**src/rtl/move_input_conditioner.sv**
```systemverilog
// move_input_conditioner
//
// Front end of the frog position tracker. Turns the four raw, asynchronous
// direction buttons into clean single-cycle move pulses on the game clock.
// Each button is synchronised, debounced and run through a small press /
// auto-repeat state machine. Events from all four keys collect in a pending
// set, and a fixed-priority arbiter (Right > Up > Down > Left) releases at
// most one of them per cycle. A held button therefore moves the frog once
// per press, plus the optional repeats, and never once per clock.
//
// Parameters:
//   DEBOUNCE_CYCLES  cycles a new synchronised level must persist (1..255)
//   REPEAT_EN        1 = auto-repeat while held, 0 = one pulse per press
//   REPEAT_DELAY     cycles from the press event to the first repeat (1..255)
//   REPEAT_PERIOD    cycles between later repeats (1..255)
//
// Ports:
//   clk                    game clock, all state on the rising edge
//   reset                  synchronous, active-high, clears all state
//   en                     1 = game active; 0 suppresses and discards moves
//   key_right/up/down/left raw active-high button levels (asynchronous)
//   Right/Up/Down/Left     registered single-cycle move pulses, one-hot or 0
//   move_valid             registered OR of the four pulses
//   held                   debounced levels, ordered {right, up, down, left}

module move_input_conditioner #(
    parameter int DEBOUNCE_CYCLES = 3,
    parameter int REPEAT_EN       = 1,
    parameter int REPEAT_DELAY    = 8,
    parameter int REPEAT_PERIOD   = 4
) (
    input  logic       clk,
    input  logic       reset,
    input  logic       en,
    input  logic       key_right,
    input  logic       key_up,
    input  logic       key_down,
    input  logic       key_left,
    output logic       Right,
    output logic       Up,
    output logic       Down,
    output logic       Left,
    output logic       move_valid,
    output logic [3:0] held
);

    localparam logic [1:0] RELEASED = 2'd0;
    localparam logic [1:0] DELAY    = 2'd1;
    localparam logic [1:0] REPEAT   = 2'd2;

    // Terminal counts: the counter value on the edge that completes the run.
    localparam logic [7:0] DB_LAST    = 8'(DEBOUNCE_CYCLES - 1);
    localparam logic [7:0] DELAY_LAST = 8'(REPEAT_DELAY - 1);
    localparam logic [7:0] PERIOD_LAST = 8'(REPEAT_PERIOD - 1);
    localparam bit         REPEAT_ON  = (REPEAT_EN != 0);

    logic [3:0] raw;
    logic [3:0] level;
    logic [3:0] event_v;
    logic [3:0] pending;
    logic [3:0] grant;
    logic [3:0] pulse;

    assign raw = {key_right, key_up, key_down, key_left};

    generate
        for (genvar i = 0; i < 4; i++) begin : g_key
            logic       q1;
            logic       q2;
            logic       deb;
            logic [7:0] dcnt;
            logic [1:0] state;
            logic [7:0] rcnt;
            logic       rise;
            logic       fall;
            logic       ev;

            // The debounced level flips on this edge. The state machine
            // reacts to the flip in the same edge, so the press event lands
            // in the pending set together with the new held level.
            assign rise = q2 && !deb && (dcnt == DB_LAST);
            assign fall = !q2 && deb && (dcnt == DB_LAST);

            // Two-flop synchroniser, followed by a run-length debounce.
            // Any edge that agrees with the current debounced level restarts
            // the run, so short glitches never accumulate.
            always_ff @(posedge clk) begin
                if (reset) begin
                    q1   <= 1'b0;
                    q2   <= 1'b0;
                    deb  <= 1'b0;
                    dcnt <= 8'd0;
                end else begin
                    q1 <= raw[i];
                    q2 <= q1;
                    if (q2 == deb) begin
                        dcnt <= 8'd0;
                    end else if (dcnt == DB_LAST) begin
                        deb  <= q2;
                        dcnt <= 8'd0;
                    end else begin
                        dcnt <= dcnt + 8'd1;
                    end
                end
            end

            // Move events: one on the press, then timed repeats while held.
            // A release wins over a repeat that falls due on the same edge.
            always_comb begin
                ev = 1'b0;
                if (!fall) begin
                    case (state)
                        RELEASED: ev = rise;
                        DELAY:    ev = REPEAT_ON && (rcnt == DELAY_LAST);
                        REPEAT:   ev = (rcnt == PERIOD_LAST);
                        default:  ev = 1'b0;
                    endcase
                end
            end

            // Press / repeat state machine. With repeat disabled the delay
            // counter parks at its terminal count until the key is released.
            always_ff @(posedge clk) begin
                if (reset) begin
                    state <= RELEASED;
                    rcnt  <= 8'd0;
                end else if (fall) begin
                    state <= RELEASED;
                    rcnt  <= 8'd0;
                end else begin
                    case (state)
                        RELEASED: begin
                            rcnt <= 8'd0;
                            if (rise) begin
                                state <= DELAY;
                            end
                        end
                        DELAY: begin
                            if (rcnt == DELAY_LAST) begin
                                if (REPEAT_ON) begin
                                    state <= REPEAT;
                                    rcnt  <= 8'd0;
                                end
                            end else begin
                                rcnt <= rcnt + 8'd1;
                            end
                        end
                        REPEAT: begin
                            if (rcnt == PERIOD_LAST) begin
                                rcnt <= 8'd0;
                            end else begin
                                rcnt <= rcnt + 8'd1;
                            end
                        end
                        default: begin
                            state <= RELEASED;
                            rcnt  <= 8'd0;
                        end
                    endcase
                end
            end

            assign level[i]   = deb;
            assign event_v[i] = ev;
        end
    endgenerate

    // Fixed priority among the already-pending moves.
    always_comb begin
        grant = 4'b0000;
        if (pending[3]) begin
            grant = 4'b1000;
        end else if (pending[2]) begin
            grant = 4'b0100;
        end else if (pending[1]) begin
            grant = 4'b0010;
        end else if (pending[0]) begin
            grant = 4'b0001;
        end
    end

    // Pending set and pulse register. New events are ORed in after the
    // granted bit is cleared, so an event arriving on the grant edge is kept
    // and a second event for a waiting key simply merges. While the game is
    // paused everything queued, and anything raised that cycle, is dropped.
    always_ff @(posedge clk) begin
        if (reset) begin
            pending    <= 4'b0000;
            pulse      <= 4'b0000;
            move_valid <= 1'b0;
        end else if (!en) begin
            pending    <= 4'b0000;
            pulse      <= 4'b0000;
            move_valid <= 1'b0;
        end else begin
            pending    <= (pending & ~grant) | event_v;
            pulse      <= grant;
            move_valid <= |grant;
        end
    end

    assign Right = pulse[3];
    assign Up    = pulse[2];
    assign Down  = pulse[1];
    assign Left  = pulse[0];
    assign held  = level;

endmodule
```
**config.mk**
```make
export PLATFORM = sky130hd
export DESIGN_NAME = move_input_conditioner
export DESIGN_NICKNAME = d
export VERILOG_FILES = /design/src/rtl/move_input_conditioner.sv
export SDC_FILE = /design/constraint.sdc
export NUM_CORES = 1
export LEC_CHECK = 0
export CAP_MARGIN = 20
export CORE_UTILIZATION = 57
export CTS_BUF_LIST = sky130_fd_sc_hd__clkbuf_8
export CTS_CLUSTER_DIAMETER = 30
export CTS_CLUSTER_SIZE = 8
export DETAILED_ROUTE_END_ITERATION = 6
export PLACE_DENSITY = 0.8
export SLEW_MARGIN = 40
export SYNTH_ARGS = -nofsm -noshare
export SYNTH_HDL_FRONTEND = slang
export SYNTH_SLANG_ARGS = --single-unit
```
**constraint.sdc**
```tcl
create_clock -name clk -period 1.8 [get_ports clk]
set_input_delay 0.54 -clock clk [delete_from_list [all_inputs] [get_ports clk]]
set_output_delay 0.54 -clock clk [all_outputs]
set_load 0.03 [all_outputs]
```
After elaboration in Yosys (flattened, before gate mapping). Cells that the tools add are included.

$add $sub $neg: 8. Eq/ne operators: 32. Multiplexer cells: 36. Bitwise gates (word level): 12. Reductions and logical operators: 46.

Operators with widths (number): adder 8 x 1 -> 8 bit (second input constant) (8); equality test 8 x 2 -> 1 bit (second input constant) (8); 2-to-1 mux 8 bit (8); case mux 8 bit (2 select lines) (4); equality test 8 x 3 -> 1 bit (second input constant) (4); case mux 2 bit (3 select lines) (4); 2-to-1 mux 2 bit (9); logical AND 1 bit (16); != test 2 bit (second input constant) (8); case mux 1 bit (3 select lines) (4); AND reduction 3 bit (4); OR reduction 3 bit (4); OR reduction 2 bit (5); NOT 1 bit (9); equality test 2 x 1 -> 1 bit (second input constant) (4); equality test 2 bit (second input constant) (4); zero test 1 bit (8); zero test 2 bit (4); AND reduction 2 bit (4); 2-to-1 mux 1 bit (5); AND 4 bit (1); equality test 1 bit (4); 2-to-1 mux 4 bit (1); NOT 4 bit (1); other kinds (3) (3).

Register bits: 93. Input bits: 7. Output and inout bits: 9.

Longest topological paths before layout.
Depth in word-level cells: 7. Gate-level depth with buffers: 7. Mapped depth without buffers: 6.

Least setup slack after synthesis. No wires, ideal clock.

Path kind: reg-to-reg. Start: reg g_key[2].state[0]. End: reg g_key[2].rcnt[3]. Library setup time: 0.126 ns. Arrival: 1.582 ns. Data required time: 1.674 ns. Setup slack: 0.092 ns. Stages on the path, launching flop included: 7. Period minus slack after synthesis: 1.708 ns. Cells stage by stage: dfxtp_1 -> inv_1 -> ha_1 -> or4bb_1 -> or2_2 -> o211ai_2 -> nor2_1.

Word-level cells in the longest chain between the ends: 2.

Ends and longest elaborated chain: start: declaration (RTL line 72) `logic [1:0] state;`; start signal: assignment (RTL line 125) `state <= RELEASED;`; start signal: assignment (RTL line 128) `state <= RELEASED;`; start signal: assignment (RTL line 135) `state <= DELAY;`; equality test 2 bit / equality test 2 x 1 -> 1 bit (equally long branches) (RTL line 131) `case (state)`; case mux 8 bit (2 select lines) (*) (RTL line 131); end signal: assignment (RTL line 145) `rcnt <= rcnt + 8'd1;`; end signal: assignment (RTL line 152) `rcnt <= rcnt + 8'd1;`; end: declaration (RTL line 73) `logic [7:0] rcnt;`.

Every way passes the cells marked *; elsewhere a longest branch is shown, timed or not. A chain may end at the register's enable or synchronous reset.

Worst setup path after layout.
Start: reg g_key[2].rcnt[6]. End: reg g_key[2].rcnt[4].

Word-level cells in the longest chain between the ends: 3.

Ends and longest elaborated chain (RTL line): equality test 8 x 2 -> 1 bit / equality test 8 x 3 -> 1 bit (equally long branches) (149, 139); 2-to-1 mux 8 bit, on equally long branches (149, 139); case mux 8 bit (2 select lines) (*) (131).

Marked as above.

==> qor.yml <==
synth:
  synth_area_leader_cell: "dfxtp_1"
  netlist_instances: 492
  synthesis.nets: 535
  synth-seq-cells: 93
  synth_commonest_cells: "dfxtp_1 (93), nor2_1 (82), ha_1 (36)"
  synth_area_leaders: "dfxtp_1 (42%), ha_1 (10%), nor2_1 (6.9%)"
  synthFlopType: "dfxtp_1"
  syn-mean-instance-area_um2: 9.08
  synth_edf_count: 0
  synth_top_area_frac: 0.417
  synth_area_um2: 4470
  yosysMostFrequentCell: "dfxtp_1"
  yosys_warnings: 0
  ys_seq_area_frac: 0.417
  synth_cell_type_count: 52
  async_reset_ff_frac: 0
clocking:
  path_clk_slew_ns: 0.09
  numCtsBuffers: 9
  cts_hold_buf: 0
  root_buffer: "clkbuf_8"
  cts_sinks: 93
  htreeDepth: 3
  clock_latency_ns: 0.36
  cts_buffer_depth: 2
  cts_tree: "yes"
place:
  io_buffers: 15
  dpl-instance-area_um2: 4830
  gp_congestion: 0.837
  dp_hpwl_um: 5870
  place_ws_ns: -0.251
final_layout:
  final_nets: 573
  syn_to_final_growth_pct: 14.3
  antennaDiodeCount: 0
  design_area_um2: 5110
  drive_gt1_frac: 0.120
  fin_util: 0.690
detailed_routing:
  drc: 0
  ant_nets: 0
  drt_iter0_drc: 124
  dr.pass1.iters: 4
  wire_per_inst_um: 12.5
  via_count: 3389
  avgViaCountPerCell: 5.35
  wl_um: 7940
die:
  initial_core_util: 0.603
  die_h_um: 90.6
  dieArea_um2: 8200
  core_area_um2: 7410
  num_io_pins: 16
  rows: 31
  fp.dieW_um: 90.6
pwr:
  finalPower_uw: 3580
  peakVddDrop_uv: 499
  power_density_nw_per_um2: 700
  p_leak_uw: 0.00200
setup_path:
  crit_path_start_kind: "register"
  worstSetupPathType: "reg -> reg"
  cp.required_ns: 2.05
  path_max_fanout: 7
  end_kind: "register"
  arrival_ns: 1.98
timing:
  period_minus_slack_ns: 1.74
  max-slew-margin-rel: 0.699
  fmax_mhz: 576
  hold_violations: 0
  finalSetupViolations: 0
  rsz0062_at_grt: "no"
  setup_slack_ns: 0.0628
  hold_ws_ns: 0.446
  fin_crit_sh: 0.965
  fin_worst_skew_ns: 0.00996
  drv_slew: 0
  tightest_slew_ns: 0.446
run:
  max_cap_viol_count: 0
global_route:
  grt_pass1_vias: 3407
  grt_first_pass_wirelength_um: 14300
  grt_util_all_layers: 0.212
  antenna_found_initial: 0
  grt_overflow: 0
  grt_max_degree: 16
outcome:
  status: "completed"
min_path:
  min_path_type: "reg -> reg"
==> placed cells by master (no fill, tap or decap), types with 3 or more instances in the layout <==
cell type,instances
a21oi_1,16
a21oi_2,3
a31oi_1,7
and2_1,7
and3_1,14
buf_4,22
clkbuf_8,11
clkdlybuf4s50_1,6
dfxtp_1,92
dlygate4sd2_1,9
ha_1,35
inv_1,28
mux2i_1,9
nand2_1,29
nand2b_1,4
nand3_1,24
nand3b_1,3
nand4_1,3
nand4b_1,3
nor2_1,82
nor2b_1,9
nor3_1,6
nor4_1,4
nor4b_1,6
nor4b_2,3
o211a_1,4
o21ai_0,6
or3_1,6
xnor2_1,15
xor2_1,28
==> flip-flops by register name, summed over array words and instances, names as in the netlist <==
register     cells
g_key.dcnt      32
g_key.rcnt      32
g_key.state      8
g_key.deb        4
g_key.q1         4
g_key.q2         4
pending          4
pulse            4
move_valid       1
==> power by group <==
| part | internal, µW | total (µW) | switching (µW) |
|---|---|---|---|
| Sequential | 2070 | 2070 | 6.22 |
| Clock | 717 | 1430 | 712 |
| Combinational | 37.8 | 73.5 | 35.7 |
| Total | 2820 | 3580 | 754 |
==> cells by family after synthesis <==
| group | after synthesis | share of synthesized area |
|---|---|---|
| multiplexers | 10 | 0.0227 |
| XOR/XNOR | 43 | 0.0843 |
| flip-flops | 93 | 0.417 |
| adder cells (fa/ha/maj) | 36 | 0.101 |
| AND/OR/NAND/NOR | 216 | 0.250 |
| AO/OA/AOI/OAI | 55 | 0.0879 |
| buffers and inverters | 39 | 0.0378 |
==> per-stage QoR <==
stage | std cells | TNS (ns)
detailed placement | 616 | -8.23
finish | 634 | 0
global placement | 616 | -6.69
CTS | 632 | 0
global route | 634 | 0
floorplan | 492 | 0
==> critical path, cell delays in order, from the launching register on <==
cell and delay [ns]:
dfxtp_1 0.35, or4_4 0.58, o41a_1 0.36, o211ai_4 0.26, nor2_1 0.08
==> final cells by class <==
class                           count  area [µm²]
Inverter                           29         109
Multi-Input combinational cell    360        2500
Timing Repair Buffer               37         304
Fill cell                         578        2300
Sequential cell                    93        1860
Clock buffer                       11         151
Clock inverter                      5        58.8
Tap cell                           99         124
==> layer usage <==
metal | vias to the layer above | global-route usage | routed length, µm
met5 | - | 0 | 0
met4 | 0 | 0.0981 | 135
met3 | 10 | 0.0421 | 187
met2 | 43 | 0.371 | 3930
met1 | 1572 | 0.248 | 3690
li1 | 1764 | - | -
==> path summary, 6_finish.rpt <==
| check | endpoint | from | cells after the start | slack (ns) |
|---|---|---|---|---|
| setup / recovery | g_key[2].rcnt[4] | g_key[2].rcnt[6] | 4 | 0.06 |
| hold / removal | g_key[3].rcnt[0] | g_key[3].rcnt[0] | 1 | 0.45 |
| setup reg to reg | g_key[2].rcnt[4] | g_key[2].rcnt[6] | 4 | 0.06 |
| hold reg to reg | g_key[3].rcnt[0] | g_key[3].rcnt[0] | 1 | 0.45 |
==> repair_timing <==
item / 4_1_cts / 5_1_grt
setup endpoints to repair: 21 / 31
setup buffers: 0 / 2
pin swaps: 0 / 4
gates resized for setup: 12 / 10
No activity file was read; power rests on OpenSTA's default activity.
